### config.mk
export PLATFORM = sky130hd
export DESIGN_NAME = skew_feeder
export DESIGN_NICKNAME = d
export VERILOG_FILES = /design/src/rtl/skew_feeder.sv
export SDC_FILE = /design/constraint.sdc
export NUM_CORES = 1
export LEC_CHECK = 0
export CORE_MARGIN = 2
export CORE_UTILIZATION = 37
export DETAILED_ROUTE_END_ITERATION = 8
export PLACE_DENSITY_LB_ADDON = 0.2
export SLEW_MARGIN = 10
export SYNTH_ARGS = -nofsm -noshare
export SYNTH_HDL_FRONTEND = slang
export SYNTH_SLANG_ARGS = --single-unit
export TNS_END_PERCENT = 10
### constraint.sdc
create_clock -name clk -period 6.5 [get_ports clk]
set_clock_uncertainty 0.2 [all_clocks]
set_input_delay 0.975 -clock clk [delete_from_list [all_inputs] [get_ports clk]]
set_output_delay 0.975 -clock clk [all_outputs]
set_load 0.02 [all_outputs]
### src/rtl/skew_feeder.sv
// skew_feeder: operand feeder for an N x N output-stationary systolic array.
// Holds matrices A and B, then streams row k of A and column k of B, shifted
// k lanes up, onto 2N-1 lanes per operand, followed by DRAIN all-zero cycles.
module skew_feeder #(
  parameter int N     = 3,
  parameter int DW    = 8,
  parameter int DRAIN = 7,
  localparam int L    = 2 * N - 1,
  localparam int AW   = (N * N > 1) ? $clog2(N * N) : 1,
  localparam int CW   = $clog2(((N > DRAIN) ? N : DRAIN) + 1)
) (
  input  logic            clk,
  input  logic            rst,
  input  logic            wr_en,
  input  logic            wr_sel,
  input  logic [AW-1:0]   wr_addr,
  input  logic [DW-1:0]   wr_data,
  output logic            wr_err,
  input  logic            start,
  input  logic            cont,
  output logic [L*DW-1:0] a_lanes,
  output logic [L*DW-1:0] b_lanes,
  output logic            valid,
  output logic            busy,
  output logic            done
);

  typedef enum logic [1:0] {S_IDLE, S_FEED, S_DRAIN, S_DONE} state_t;

  state_t          state;
  logic [CW-1:0]   cnt;
  logic [CW-1:0]   nstep;
  logic            addr_ok;
  logic            wr_ok;
  logic [DW-1:0]   a_mem  [N*N];
  logic [DW-1:0]   b_mem  [N*N];
  logic [DW-1:0]   a_view [N*N];
  logic [DW-1:0]   b_view [N*N];
  logic [L*DW-1:0] wave_a;
  logic [L*DW-1:0] wave_b;

  assign addr_ok = (int'(wr_addr) < N * N);
  assign wr_ok   = wr_en && !busy && addr_ok;

  // Operand store: written only while idle, read live by the wavefront logic.
  // NOTE: the store has no reset on purpose; contents survive rst and a plain
  // clocked memory maps onto RAM/flop arrays without reset fan-out.
  // NOTE: sequential state uses non-blocking assignments so every register
  // samples pre-edge values regardless of block evaluation order.
  always_ff @(posedge clk) begin
    if (wr_ok) begin
      if (wr_sel) b_mem[wr_addr] <= wr_data;
      else        a_mem[wr_addr] <= wr_data;
    end
  end

  // Store view with the current-cycle write forwarded, so a write issued
  // together with start is already visible in the first wavefront.
  // NOTE: every always_comb output is defaulted first so no latch is inferred.
  always_comb begin
    a_view = a_mem;
    b_view = b_mem;
    if (wr_ok) begin
      if (wr_sel) b_view[wr_addr] = wr_data;
      else        a_view[wr_addr] = wr_data;
    end
  end

  // Index of the wavefront to be registered at the next edge.
  always_comb begin
    nstep = '0;
    if (state == S_FEED) nstep = cnt + CW'(1);
  end

  // Skewed wavefront for step nstep: lane j carries A[k][j-k] and B[j-k][k].
  always_comb begin
    int k;
    int d;
    wave_a = '0;
    wave_b = '0;
    k      = int'(nstep);
    d      = 0;
    for (int j = 0; j < L; j++) begin
      d = j - k;
      if (k < N && d >= 0 && d < N) begin
        wave_a[j*DW +: DW] = a_view[AW'(k * N + d)];
        wave_b[j*DW +: DW] = b_view[AW'(d * N + k)];
      end
    end
  end

  // Control FSM with registered lanes, handshake and write-error pulse.
  always_ff @(posedge clk or negedge rst) begin
    if (!rst) begin
      state   <= S_IDLE;
      cnt     <= '0;
      a_lanes <= '0;
      b_lanes <= '0;
      valid   <= 1'b0;
      busy    <= 1'b0;
      done    <= 1'b0;
      wr_err  <= 1'b0;
    end else begin
      wr_err <= wr_en && (busy || !addr_ok);
      done   <= 1'b0;
      case (state)
        S_IDLE: begin
          if (start) begin
            state   <= S_FEED;
            cnt     <= '0;
            a_lanes <= wave_a;
            b_lanes <= wave_b;
            valid   <= 1'b1;
            busy    <= 1'b1;
          end
        end
        S_FEED: begin
          if (cnt == CW'(N - 1)) begin
            state   <= S_DRAIN;
            cnt     <= '0;
            a_lanes <= '0;
            b_lanes <= '0;
            valid   <= 1'b0;
          end else begin
            cnt     <= cnt + CW'(1);
            a_lanes <= wave_a;
            b_lanes <= wave_b;
          end
        end
        S_DRAIN: begin
          if (cnt == CW'(DRAIN - 1)) begin
            cnt  <= '0;
            done <= 1'b1;
            if (cont) begin
              state   <= S_FEED;
              a_lanes <= wave_a;
              b_lanes <= wave_b;
              valid   <= 1'b1;
            end else begin
              state <= S_DONE;
              busy  <= 1'b0;
            end
          end else begin
            cnt <= cnt + CW'(1);
          end
        end
        S_DONE: begin
          state <= S_IDLE;
        end
        default: state <= S_IDLE;
      endcase
    end
  end

endmodule

==> metrics.log <==
INFO  metric status = finished, final reports clean
INFO  metric clk-insertion-delay-late = around 0.55 ns
INFO  metric timing.critical_path.required = 6.75 ns
INFO  metric netlist_instances = 1535
INFO  metric vdd.ir_drop.worst = between 0.2 and 0.25 mV
INFO  metric finalSetupTns = 0 ns
INFO  metric rows = around 70
INFO  metric synth-main-ff-cell = sky130_fd_sc_hd__dfxtp_1
INFO  metric dr_total_vias = 12.3k
INFO  metric synth_area_per_cell = about 9 um2
INFO  metric detail_route.vias_per_cell = about 6
INFO  metric max_cap_violations = 0
INFO  metric cp_top_family = adder cells
INFO  metric worstSetupEndpointType = register
INFO  metric detailedPlace.worstSlack = 1.56 ns
INFO  metric final_number_of_hold_violating_endpoints = 0
INFO  metric numCtsBuffers = 28
INFO  metric final_cycle_utilization_of_the_critical_path = between 70% and 80%
INFO  metric routed_wirelength = around 46000 um
INFO  metric antenna_cells_inserted = 0
INFO  metric synth_enable_flop_cells = 0
INFO  metric critPathKind = register to register
INFO  metric die_width = about 190 um
INFO  metric final_period_minus_worst_setup_slack = just over 5 ns
INFO  metric synth_top_area_cell = sky130_fd_sc_hd__dfxtp_1
INFO  metric slew_violations = 0
INFO  metric placed_cell_count = 1991
INFO  metric layout_setup_ws = about 1.5 ns
INFO  metric cts.sinks = approximately 230
INFO  metric io-pin-count = 102
INFO  metric hold_ws = around 0.23 ns
INFO  metric synth_largest_type_area_fraction = 21.4%
INFO  metric maxClockFrequency = just under 200 MHz
INFO  metric cts.hold.buffers_added = 0
INFO  metric synthArstFlopShare = 38.2%
INFO  metric cts.clk_slew.worst_paths = ~0.06 ns
INFO  metric post_cts_buffers = 0
INFO  metric ys_seq_elements = 233
INFO  metric synth.lib_cells_used.distinct = 79
INFO  metric min-delay-path-class = input port to asynchronous set/reset pin
INFO  metric final_layout_size_suffix_gt1_share = 14.1%
INFO  metric total_core_area = approximately 0.036 mm2
INFO  metric timing_worst_slew_pin_value = between 1 and 1.5 ns
INFO  metric grt-ovfl-total = 0
INFO  metric rsz0062_at_grt = false
INFO  metric gp_congestion = just under 0.9
INFO  metric post-dp-hpwl = between 30000 and 40000 um
INFO  metric antenna_found_initial = 0
INFO  metric syn-cell-area = 0.0135 mm2
INFO  metric start_of_the_worst_register_to_register_path = cnt[0]$_DFFE_PN0P_
INFO  metric ys_seq_area_share = 38.0%
INFO  metric synth_nets = between 1.5k and 2k
INFO  metric htree_num_levels = 1
INFO  metric synth.top_cells.by_area = sky130_fd_sc_hd__dfxtp_1 21%, sky130_fd_sc_hd__dfrtp_1 17%, sky130_fd_sc_hd__mux2_2 10%
INFO  metric numnets_final = approximately 1.6k
INFO  metric crit_path_max_incr_delay = about 0.79 ns
INFO  metric first_global_vias = approximately 12k
INFO  metric detail_route.first_pass.iterations = 5
INFO  metric wire_length_of_the_first_global_routing_pass = just over 70000 um
INFO  metric reg2reg_to = b_lanes[2]$_DFFE_PN0P_
INFO  metric synth_warn = 0
INFO  metric r2r_setup_slack = 1.47 ns
INFO  metric antenna_violating_nets_post_route = 0
INFO  metric timing.slew.headroom = 14.9%
INFO  metric detail_route.iter0.violations = ~1.1k
INFO  metric clk_root_buffer_cell = sky130_fd_sc_hd__clkbuf_16
INFO  metric cts.path.max_buffers = 3
INFO  metric critical_path_arrival = between 5 and 6 ns
INFO  metric path_max_fanout = 24
INFO  metric fin_area = between 0.015 and 0.02 mm2
INFO  metric crit_path_frequent_cell = sky130_fd_sc_hd__ha_1
INFO  metric reg2reg_depth = 11
INFO  metric grt_start_max_net_pins = 85
INFO  metric static-leakage-power = about 6.4 nW
INFO  metric areaGrowthSynthToFinish = 17.3%
INFO  metric post_drt_wl_per_cell = around 23 um
INFO  metric die-height = slightly below 200 um
INFO  metric final_cells = ~2.0k
INFO  metric port-buffer-count = about 100
INFO  metric critical_path.n_buffers_inverters = 2
INFO  metric start_util = a little under two fifths
INFO  metric drc_errors = 0
INFO  metric grt_use_total = 23.8%
INFO  metric cts_tree = yes
INFO  metric floorplan_die_area = around 0.038 mm2
INFO  metric cpMaxStageDelayCell = sky130_fd_sc_hd__ha_2
INFO  metric cts_repair_resize_count = 0
INFO  metric dpl_cell_area = between 0.01 and 0.015 mm2
INFO  metric setup-violations-final = 0
INFO  metric power_density = ~420 mW/mm2
INFO  metric cp-start-kind = register
INFO  metric worstPathCellList = inv_1, ha_1, nand2b_1, ha_2, clkinv_1, ha_1, ha_1, a21oi_1, xor2_1, nand2_1, o221ai_1
-- metal layers --
layer	share of wire (%)	GRT usage, %	vias to the layer above
li1	-	-	5749
met1	44	32.4	6013
met2	47	38.9	441
met3	6.5	3.77	80
met4	2.8	6.87	0
met5	0	0	-
-- state kept, by name (all words and copies together) (netlist names) --
signal,count
cnt,3
a_lanes,40
done,1
wr_err,1
valid,1
busy,1
b_lanes,40
b_mem,72
state,2
a_mem,72
-- cell families (layout without fill, tap and decap cells) --
group	after synthesis	after routing	synth area share, %
XOR/XNOR	26	26	1.80
adder cells (fa/ha/maj)	33	33	3.13
flip-flops	233	233	38.0
AND/OR/NAND/NOR	497	497	17.5
multiplexers	157	157	12.9
buffers and inverters	173	220	5.00
AO/OA/AOI/OAI	416	416	21.7
-- worst max path at each step --
stage / start / end / depth (start not counted)
2_1_floorplan: state[1]$_DFFE_PN0P_ / b_lanes[32]$_DFFE_PN0P_ / 18
3_3_place_gp: wr_addr[2] / b_lanes[21]$_DFFE_PN0P_ / 6
3_5_place_dp: state[1]$_DFFE_PN0P_ / b_lanes[6]$_DFFE_PN0P_ / 11
4_1_cts: state[1]$_DFFE_PN0P_ / b_lanes[2]$_DFFE_PN0P_ / 11
5_1_grt: state[1]$_DFFE_PN0P_ / b_lanes[33]$_DFFE_PN0P_ / 11
6_report: cnt[0]$_DFFE_PN0P_ / b_lanes[2]$_DFFE_PN0P_ / 11
-- cell usage in the layout, fill, tap and decap left out, types with 36 or more instances in the layout --
| cell | count |
|---|---|
| sky130_fd_sc_hd__nor3_1 | 65 |
| sky130_fd_sc_hd__mux2i_1 | 36 |
| sky130_fd_sc_hd__clkdlybuf4s50_1 | 99 |
| sky130_fd_sc_hd__nor2_1 | 100 |
| sky130_fd_sc_hd__nand2_1 | 186 |
| sky130_fd_sc_hd__inv_1 | 36 |
| sky130_fd_sc_hd__mux2_2 | 119 |
| sky130_fd_sc_hd__o221ai_1 | 68 |
| sky130_fd_sc_hd__dfxtp_1 | 144 |
| sky130_fd_sc_hd__dfrtp_1 | 89 |
| sky130_fd_sc_hd__o21ai_0 | 128 |
-- through the flow --
step	utilization [%]	total power [mW]
finish	44.2	6.64
global route	44.2	7.02
CTS	44.2	6.65
detailed placement	41.3	4.90
global placement	41.3	4.88
floorplan	-	3.83
-- synthesized netlist by cell type (10+ instances only) --
| library cell | instances |
|---|---|
| sky130_fd_sc_hd__o32a_1 | 15 |
| sky130_fd_sc_hd__a221o_1 | 10 |
| sky130_fd_sc_hd__nand3_1 | 30 |
| sky130_fd_sc_hd__a32oi_1 | 10 |
| sky130_fd_sc_hd__clkbuf_1 | 113 |
| sky130_fd_sc_hd__a31oi_1 | 17 |
| sky130_fd_sc_hd__mux2_2 | 119 |
| sky130_fd_sc_hd__mux2i_1 | 36 |
| sky130_fd_sc_hd__a21oi_1 | 31 |
| sky130_fd_sc_hd__o21ai_0 | 128 |
| sky130_fd_sc_hd__dfrtp_1 | 89 |
| sky130_fd_sc_hd__nand2b_1 | 12 |
| sky130_fd_sc_hd__o22ai_1 | 30 |
| sky130_fd_sc_hd__dfxtp_1 | 144 |
| sky130_fd_sc_hd__nor3_1 | 67 |
| sky130_fd_sc_hd__ha_1 | 32 |
| sky130_fd_sc_hd__buf_1 | 12 |
| sky130_fd_sc_hd__a21o_1 | 10 |
| sky130_fd_sc_hd__a22o_1 | 10 |
| sky130_fd_sc_hd__or3_1 | 23 |
| sky130_fd_sc_hd__o31ai_1 | 14 |
| sky130_fd_sc_hd__inv_1 | 37 |
| sky130_fd_sc_hd__nor4_1 | 15 |
| sky130_fd_sc_hd__nand2_1 | 187 |
| sky130_fd_sc_hd__o211ai_1 | 14 |
| sky130_fd_sc_hd__nor2_1 | 100 |
| sky130_fd_sc_hd__xnor2_1 | 17 |
| sky130_fd_sc_hd__o221ai_1 | 68 |
| sky130_fd_sc_hd__and3_1 | 11 |
-- area by class of cell --
type / count / area, um2
clock buffers: 38 / 830
clock inverters: 14 / 201
fillers: 3503 / 19900
inverters: 40 / 150
multi-input cells: 1129 / 7700
flip-flops and latches: 233 / 5110
well taps: 461 / 577
repair buffers: 128 / 1210
-- power breakdown --
part	switching [mW]	internal [mW]	leakage (nW)
Clock	0.650	1.09	0.512
Combinational	2.07	1.14	3.49
Sequential	0.110	1.59	2.37
(Power assumes the default switching activity.)
